## src/rtl/pulse_player_pkg.sv

```systemverilog
// Shared types, default parameters and helpers for the pulse_player serializer.
package pulse_player_pkg;

    localparam int unsigned DEF_PULSE_LENGTH = 32;
    localparam int unsigned DEF_DIV_W        = 16;
    localparam int unsigned DEF_REP_W        = 8;

    typedef enum logic [1:0] {
        IDLE   = 2'd0,
        PLAY   = 2'd1,
        FINISH = 2'd2
    } state_t;

    // Limit a requested last-bit index to the last bit the pattern holds.
    function automatic int unsigned clamp_len(input int unsigned len, input int unsigned max_len);
        return (len > max_len) ? max_len : len;
    endfunction

endpackage

```

## src/rtl/pulse_player_if.sv

```systemverilog
// Control/status bundle between the transmit FSM and pulse_player.
interface pulse_player_if #(
    parameter int unsigned PULSE_LENGTH = 32,
    parameter int unsigned IDX_W        = $clog2(PULSE_LENGTH),
    parameter int unsigned DIV_W        = 16,
    parameter int unsigned REP_W        = 8
);
    logic                    start;
    logic                    abort;
    logic [PULSE_LENGTH-1:0] pattern;
    logic [IDX_W-1:0]        length;
    logic [DIV_W-1:0]        bit_period;
    logic [REP_W-1:0]        repeats;
    logic                    out;
    logic                    busy;
    logic                    done;
    logic [IDX_W-1:0]        bit_idx;

    modport master (
        output start, abort, pattern, length, bit_period, repeats,
        input  out, busy, done, bit_idx
    );

    modport slave (
        input  start, abort, pattern, length, bit_period, repeats,
        output out, busy, done, bit_idx
    );
endinterface

```

## src/rtl/pulse_bit_select.sv

```systemverilog
// Picks the pattern bit that will appear on the serial output next cycle.
module pulse_bit_select #(
    parameter int unsigned PULSE_LENGTH = 32,
    parameter int unsigned IDX_W        = $clog2(PULSE_LENGTH)
) (
    input  logic [PULSE_LENGTH-1:0] pattern,
    input  logic [IDX_W-1:0]        idx,
    output logic                    sel_c
);
    assign sel_c = pattern[idx];
endmodule

```

## src/rtl/pulse_player.sv

```systemverilog
// Pattern serializer: plays bits 0..L of a latched pattern, P cycles per bit, R passes.
module pulse_player
    import pulse_player_pkg::*;
#(
    parameter int unsigned PULSE_LENGTH = DEF_PULSE_LENGTH,
    parameter int unsigned IDX_W        = $clog2(PULSE_LENGTH),
    parameter int unsigned DIV_W        = DEF_DIV_W,
    parameter int unsigned REP_W        = DEF_REP_W
) (
    input  logic          clk,
    input  logic          rst_n,
    pulse_player_if.slave bus
);

    state_t                  state_q, state_d;
    logic [PULSE_LENGTH-1:0] pat_q, pat_d;
    logic [IDX_W-1:0]        len_q, len_d;
    logic [DIV_W-1:0]        per_q, per_d;
    logic [REP_W-1:0]        rep_q, rep_d;
    logic [DIV_W-1:0]        cnt_q, cnt_d;
    logic [IDX_W-1:0]        idx_q, idx_d;
    logic [REP_W-1:0]        pass_q, pass_d;
    logic                    out_q, out_d;
    logic                    busy_q, busy_d;
    logic                    done_q, done_d;
    logic                    sel_c;
    logic [REP_W-1:0]        pass_inc_c;

    assign pass_inc_c = REP_W'(pass_q + 1'b1);

    // Mux is fed next-cycle pattern/index so out is registered with no extra latency.
    pulse_bit_select #(
        .PULSE_LENGTH(PULSE_LENGTH),
        .IDX_W       (IDX_W)
    ) u_bit_select (
        .pattern(pat_d),
        .idx    (idx_d),
        .sel_c  (sel_c)
    );

    assign out_d = (state_d == PLAY) & sel_c;

    always_ff @(posedge clk or negedge rst_n) begin
        if (!rst_n) begin
            state_q <= IDLE;
            pat_q   <= '0;
            len_q   <= '0;
            per_q   <= '0;
            rep_q   <= '0;
            cnt_q   <= '0;
            idx_q   <= '0;
            pass_q  <= '0;
            out_q   <= 1'b0;
            busy_q  <= 1'b0;
            done_q  <= 1'b0;
        end else begin
            state_q <= state_d;
            pat_q   <= pat_d;
            len_q   <= len_d;
            per_q   <= per_d;
            rep_q   <= rep_d;
            cnt_q   <= cnt_d;
            idx_q   <= idx_d;
            pass_q  <= pass_d;
            out_q   <= out_d;
            busy_q  <= busy_d;
            done_q  <= done_d;
        end
    end

    always_comb begin
        state_d = state_q;
        pat_d   = pat_q;
        len_d   = len_q;
        per_d   = per_q;
        rep_d   = rep_q;
        cnt_d   = cnt_q;
        idx_d   = idx_q;
        pass_d  = pass_q;

        unique case (state_q)
            IDLE: begin
                if (bus.start && !bus.abort) begin
                    state_d = PLAY;
                    pat_d   = bus.pattern;
                    len_d   = IDX_W'(clamp_len(32'(bus.length), 32'(PULSE_LENGTH - 1)));
                    // A zero period is stored as one so the wrap test is a plain compare.
                    per_d   = (bus.bit_period == '0) ? DIV_W'(1) : bus.bit_period;
                    rep_d   = bus.repeats;
                    cnt_d   = '0;
                    idx_d   = '0;
                    pass_d  = '0;
                end
            end
            PLAY: begin
                if (bus.abort) begin
                    state_d = IDLE;
                    cnt_d   = '0;
                    idx_d   = '0;
                end else if (cnt_q == DIV_W'(per_q - 1'b1)) begin
                    cnt_d = '0;
                    if (idx_q == len_q) begin
                        idx_d = '0;
                        // Looping runs (R=0) leave the pass counter untouched.
                        if (rep_q != '0) begin
                            pass_d = pass_inc_c;
                            if (pass_inc_c == rep_q) begin
                                state_d = FINISH;
                            end
                        end
                    end else begin
                        idx_d = IDX_W'(idx_q + 1'b1);
                    end
                end else begin
                    cnt_d = DIV_W'(cnt_q + 1'b1);
                end
            end
            FINISH: begin
                state_d = IDLE;
            end
            default: begin
                state_d = IDLE;
            end
        endcase

        busy_d = (state_d == PLAY);
        done_d = (state_d == FINISH);
    end

    assign bus.out     = out_q;
    assign bus.busy    = busy_q;
    assign bus.done    = done_q;
    assign bus.bit_idx = idx_q;

endmodule

```

## src/flat_wrapper.sv

```systemverilog
// flat-port wrapper written by rule: the top's interface ports become plain ports
module pulse_player_flat import pulse_player_pkg::*;
#(
    parameter int unsigned PULSE_LENGTH = DEF_PULSE_LENGTH,
    parameter int unsigned IDX_W        = $clog2(PULSE_LENGTH),
    parameter int unsigned DIV_W        = DEF_DIV_W,
    parameter int unsigned REP_W        = DEF_REP_W
)
  (clk, rst_n, bus_start, bus_abort, bus_pattern, bus_length, bus_bit_period, bus_repeats, bus_out, bus_busy, bus_done, bus_bit_idx);
  pulse_player_if #(.PULSE_LENGTH(PULSE_LENGTH), .IDX_W(IDX_W), .DIV_W(DIV_W), .REP_W(REP_W)) bus_i ();
  input  logic clk;
  input  logic rst_n;
  input wire logic [$bits(bus_i.start)-1:0] bus_start;
  input wire logic [$bits(bus_i.abort)-1:0] bus_abort;
  input wire logic [$bits(bus_i.pattern)-1:0] bus_pattern;
  input wire logic [$bits(bus_i.length)-1:0] bus_length;
  input wire logic [$bits(bus_i.bit_period)-1:0] bus_bit_period;
  input wire logic [$bits(bus_i.repeats)-1:0] bus_repeats;
  output wire logic [$bits(bus_i.out)-1:0] bus_out;
  output wire logic [$bits(bus_i.busy)-1:0] bus_busy;
  output wire logic [$bits(bus_i.done)-1:0] bus_done;
  output wire logic [$bits(bus_i.bit_idx)-1:0] bus_bit_idx;
  assign bus_i.start = bus_start;
  assign bus_i.abort = bus_abort;
  assign bus_i.pattern = bus_pattern;
  assign bus_i.length = bus_length;
  assign bus_i.bit_period = bus_bit_period;
  assign bus_i.repeats = bus_repeats;
  assign bus_out = bus_i.out;
  assign bus_busy = bus_i.busy;
  assign bus_done = bus_i.done;
  assign bus_bit_idx = bus_i.bit_idx;
  pulse_player #(.PULSE_LENGTH(PULSE_LENGTH), .IDX_W(IDX_W), .DIV_W(DIV_W), .REP_W(REP_W)) u_core (.clk(clk), .rst_n(rst_n), .bus(bus_i));
endmodule
```

## config.mk

```make
export PLATFORM = sky130hd
export DESIGN_NAME = pulse_player_flat
export DESIGN_NICKNAME = d
export VERILOG_FILES = /design/src/rtl/pulse_player_pkg.sv /design/src/rtl/pulse_player_if.sv /design/src/rtl/pulse_bit_select.sv /design/src/rtl/pulse_player.sv /design/src/flat_wrapper.sv
export SDC_FILE = /design/constraint.sdc
export NUM_CORES = 1
export LEC_CHECK = 0
export ABC_AREA = 1
export BUFFER_PORTS_ARGS = -buffer_cell sky130_fd_sc_hd__buf_2
export CORE_MARGIN = 8
export CORE_UTILIZATION = 50
export CTS_CLUSTER_DIAMETER = 80
export DETAILED_ROUTE_END_ITERATION = 6
export GPL_ROUTABILITY_DRIVEN = 0
export PLACE_DENSITY = 0.73
export SLEW_MARGIN = 20
export SYNTH_ARGS = -nofsm -noshare
export SYNTH_HDL_FRONTEND = slang
export SYNTH_SLANG_ARGS = --single-unit
```

## constraint.sdc

```tcl
create_clock -name clk -period 3.44 [get_ports clk]
set_clock_uncertainty 0.1 [all_clocks]
set_input_delay 0.516 -clock clk [delete_from_list [all_inputs] [get_ports clk]]
set_output_delay 0.516 -clock clk [all_outputs]
set_load 0.01 [all_outputs]
```

==> metrics.md <==
| Metric | Value |
|---|---|
| Sequential area share after synthesis | between 40% and 50% |
| Startpoint types | register |
| Total of max-cap violations | 0 |
| Routed WL per cell | about 15 µm |
| Storage cell area | between 2000 and 2500 µm² |
| Die area | ~15000 µm² |
| Number of I/O pins | 73 |
| DRC viols | 0 |
| Crit path cell chain | inv_2 > ha_1 > nand2_1 > nor2_1 > nand2_1 > nand2_1 > nand2_1 > nor2_1 > nand3_1 > nor2_1 > nand3_4 > nand2_2 > nand2_2 > o21ai_4 > nand2_1 > nand3_1 > nand3_1 > nand3_1 > nand2_1 > nand2_1 > nand2_1 > nor2_1 |
| Setup ws final | roughly 0.45 ns |
| P per Cell Area | around 500 nW/µm² |
| Hold slack | 0.2319 ns |
| Fin crit share | just under 90% |
| Die W | around 120 µm |
| Post-CTS sizing | 0 |
| Worst slack, placed | 0.4877 ns |
| HP Class | in2reg |
| Slowest CP cell | dfrtp_1 |
| CP top delay family | simple AND/OR/NAND/NOR gates |
| Worst Tran Pin Value | about 0.65 ns |
| Worst Path Buf+Inv | 1 |
| Starting Density | roughly 51% |
| Die Span Y | about 120 µm |
| Hold Crit Start | bus_repeats[1] |
| CTS clk-pin slew, worst paths | ~0.09 ns |
| Synth unique cells | 45 |
| CTS Root Cell | clkbuf_8 |
| Fmax | 334.9 MHz |
| Total Nets Final | ~860 |
| Synthesized Nets | 789 |
| Clk sink count | 95 |
| Most frequent cell after synthesis | nand2_1 |
| Worst setup path start | u_core.per_q[0] |
| Clk_lat worst skew | 0.37 ns |
| Largest cells by area after synthesis | dfrtp_1, nand2_1, nand3_1, inv_1, xor2_1 |
| RSZ-0062 raised after global routing | no |
| Final Hold Viols | 0 |
| Final HPWL DP | between 10000 and 15000 µm |
| Cells after synthesis | about 700 |
| Commonest cells post-synth | nand2_1, dfrtp_1, nand3_1 |
| Largest net degree at the start of global routing | 73 |
| Crit. End Element | register |
| Slew Viols, Final | 0 |
| Peak supply drop | slightly below 0.3 mV |
| DRT antenna net count | 0 |
| Multi-input logic area | about 2700 µm² |
| ANT cells | 0 |
| CTS Buf Count | 9 |
| H-tree Lvls | 3 |
| Vias | ~4900 |
| Synth warn | 0 |
| GRT Util Overall | between 20% and 30% |
| Vias per Instance | approximately 5.3 |
| Minimum clock period | ~3 ns |
| Synthesized area per cell | around 7.6 µm² |
| Synth Flop Type | dfrtp_1 |
| Layout cells sized above 1 | between 10% and 20% |
| Crit path kind | reg2reg |
| Dpl cells | just over 900 |
| Leakage | 0.003183 µW |
| DR pass1 iterations | 5 |
| Initial drt markers | about 340 |
| Final setup fails | 0 |
| Floorplan row count | 38 |
| Asr flop ratio synth | 100.0% |
| Leading area contributor after synthesis | dfrtp_1 |
| Core area | between 10000 and 15000 µm² |
| Max stage delay on crit path | slightly above 0.4 ns |
| EDFF count, synth | 0 |
| Cell Area, Synth | 5466 µm² |
| Fin cells | roughly 940 |
| Clock Tree Buf Depth | 2 |
| Fill cell count | about 1000 |
| Area delta synth->final | 13.80% |
| Synth top area share | a little over two fifths |
| Total routed wirelength | 13810 µm |
| Port bufs | 72 |
| Relative slew slack | between 50% and 60% |
| Reg2Reg Launch Point | u_core.per_q[0] |
| Critical Path RT | between 3 and 4 ns |
| Crit path max fanout | 17 |
| Remaining global-route overflow | 0 |
| CP arrival | around 3.2 ns |
| CP most frequent cell | nand2_1 |
| CTS tree | built |
| Vias in the first global route | 5183 |
| Status | completed |
| Setup TNS | 0 ns |
| Post-synthesis register bit count | 95 |
| Global-route wire length before repair | approximately 24000 µm |
| Antenna violations before repair | 0 |
| Util after Layout | between 50% and 60% |
==> where the power goes <==
group	switching (µW)	leakage, µW	internal, µW
Sequential	127	0.00122	1270
Combinational	489	0.00184	297
Clock	393	0.000124	505
Total	1010	0.00318	2080
==> per-layer routing <==
metal  part of all wire [%]  track usage (%)
met2                     50            34.25
met4                    3.6            9.914
met1                     41            23.32
met5                      0                0
met3                    5.5            4.429
==> kinds of logic (layout without fill, tap and decap cells) <==
| kind of cell | Yosys count | after routing | share of synthesized area (%) |
|---|---|---|---|
| flops | 95 | 95 | 43.49 |
| mux | 2 | 2 | 0.4120 |
| compound gates | 54 | 54 | 6.157 |
| xor+xnor | 38 | 38 | 6.592 |
| fa+ha+maj | 4 | 4 | 0.9156 |
| buf+inv | 89 | 166 | 6.477 |
| simple gates | 438 | 438 | 35.96 |
==> cell type report <==
| type | count | area share (%) |
|---|---|---|
| clock buffers | 11 | 2.273 |
| inverters | 70 | 4.224 |
| repair buffers | 80 | 6.838 |
| flip-flops and latches | 95 | 38.21 |
| multi-input cells | 536 | 43.97 |
| well taps | 140 | 2.816 |
| clock inverters | 5 | 1.669 |
==> metrics by stage <==
stage,power (µW),cell area [µm²]
after global placement,2183,5966
final,3087,6221
after detailed placement,2204,5966
after CTS,3105,6221
after floorplan,1965,5466
after global routing,3275,6221
==> worst register-to-register path: cells and delay by family, from the launching register on <==
family	cells	cell delay [ns]
AOI/OAI and AO/OA	1	0.36
adders and majority gates	1	0.21
buffers and inverters	1	0.13
DFF	1	0.41
and+or+nand+nor	19	1.69
==> worst paths after layout <==
| kind | end | slack (ns) | cells past startpoint |
|---|---|---|---|
| max in group asynchronous | u_core.pat_q[17] | 1.95 | 3 |
| worst max register to register | u_core.bus.out | 0.45 | 22 |
| worst min register to register | u_core.pat_q[17] | 0.39 | 2 |
| min in group asynchronous | u_core.per_q[5] | 0.49 | 2 |
| worst min-delay path | u_core.rep_q[1] | 0.23 | 3 |
| worst max-delay path | u_core.bus.out | 0.45 | 22 |
==> sequential cells by signal, summed over array words and instances, names as in the netlist <==
| name | cells |
|---|---|
| u_core.pat_q | 32 |
| u_core.cnt_q | 16 |
| u_core.per_q | 16 |
| u_core.pass_q | 8 |
| u_core.rep_q | 8 |
| u_core.bus.bit_idx | 5 |
| u_core.len_q | 5 |
| u_core.state_q | 2 |
| u_core.bus.busy | 1 |
| u_core.bus.done | 1 |
| u_core.bus.out | 1 |
==> repair_timing <==
item / CTS / global route
setup buffers: 0 / 0
hold buffers: 1 / 0
endpoints found under the hold margin: 26 / 0
==> cell usage in the layout, fill, tap and decap left out, types with 2 or more instances in the layout <==
cell type and count:
inv_1 62, nor4_1 8, nand4_1 5, xor2_1 26, dfrtp_1 95, buf_2 71
nand2_1 260, mux2_2 2, nand3_1 85, nand2_4 2, xnor3_1 2, inv_2 7
o21ai_0 25, buf_4 8, nor2_2 5, nor2_1 35, o32ai_1 2, xnor2_1 10
nand2_2 10, o21ai_2 2, a21oi_1 7, o22ai_1 10, bufinv_16 3, clkbuf_8 10
nor2_4 7, ha_1 4, nor3_1 13
Power figures use the tool's default switching activity.
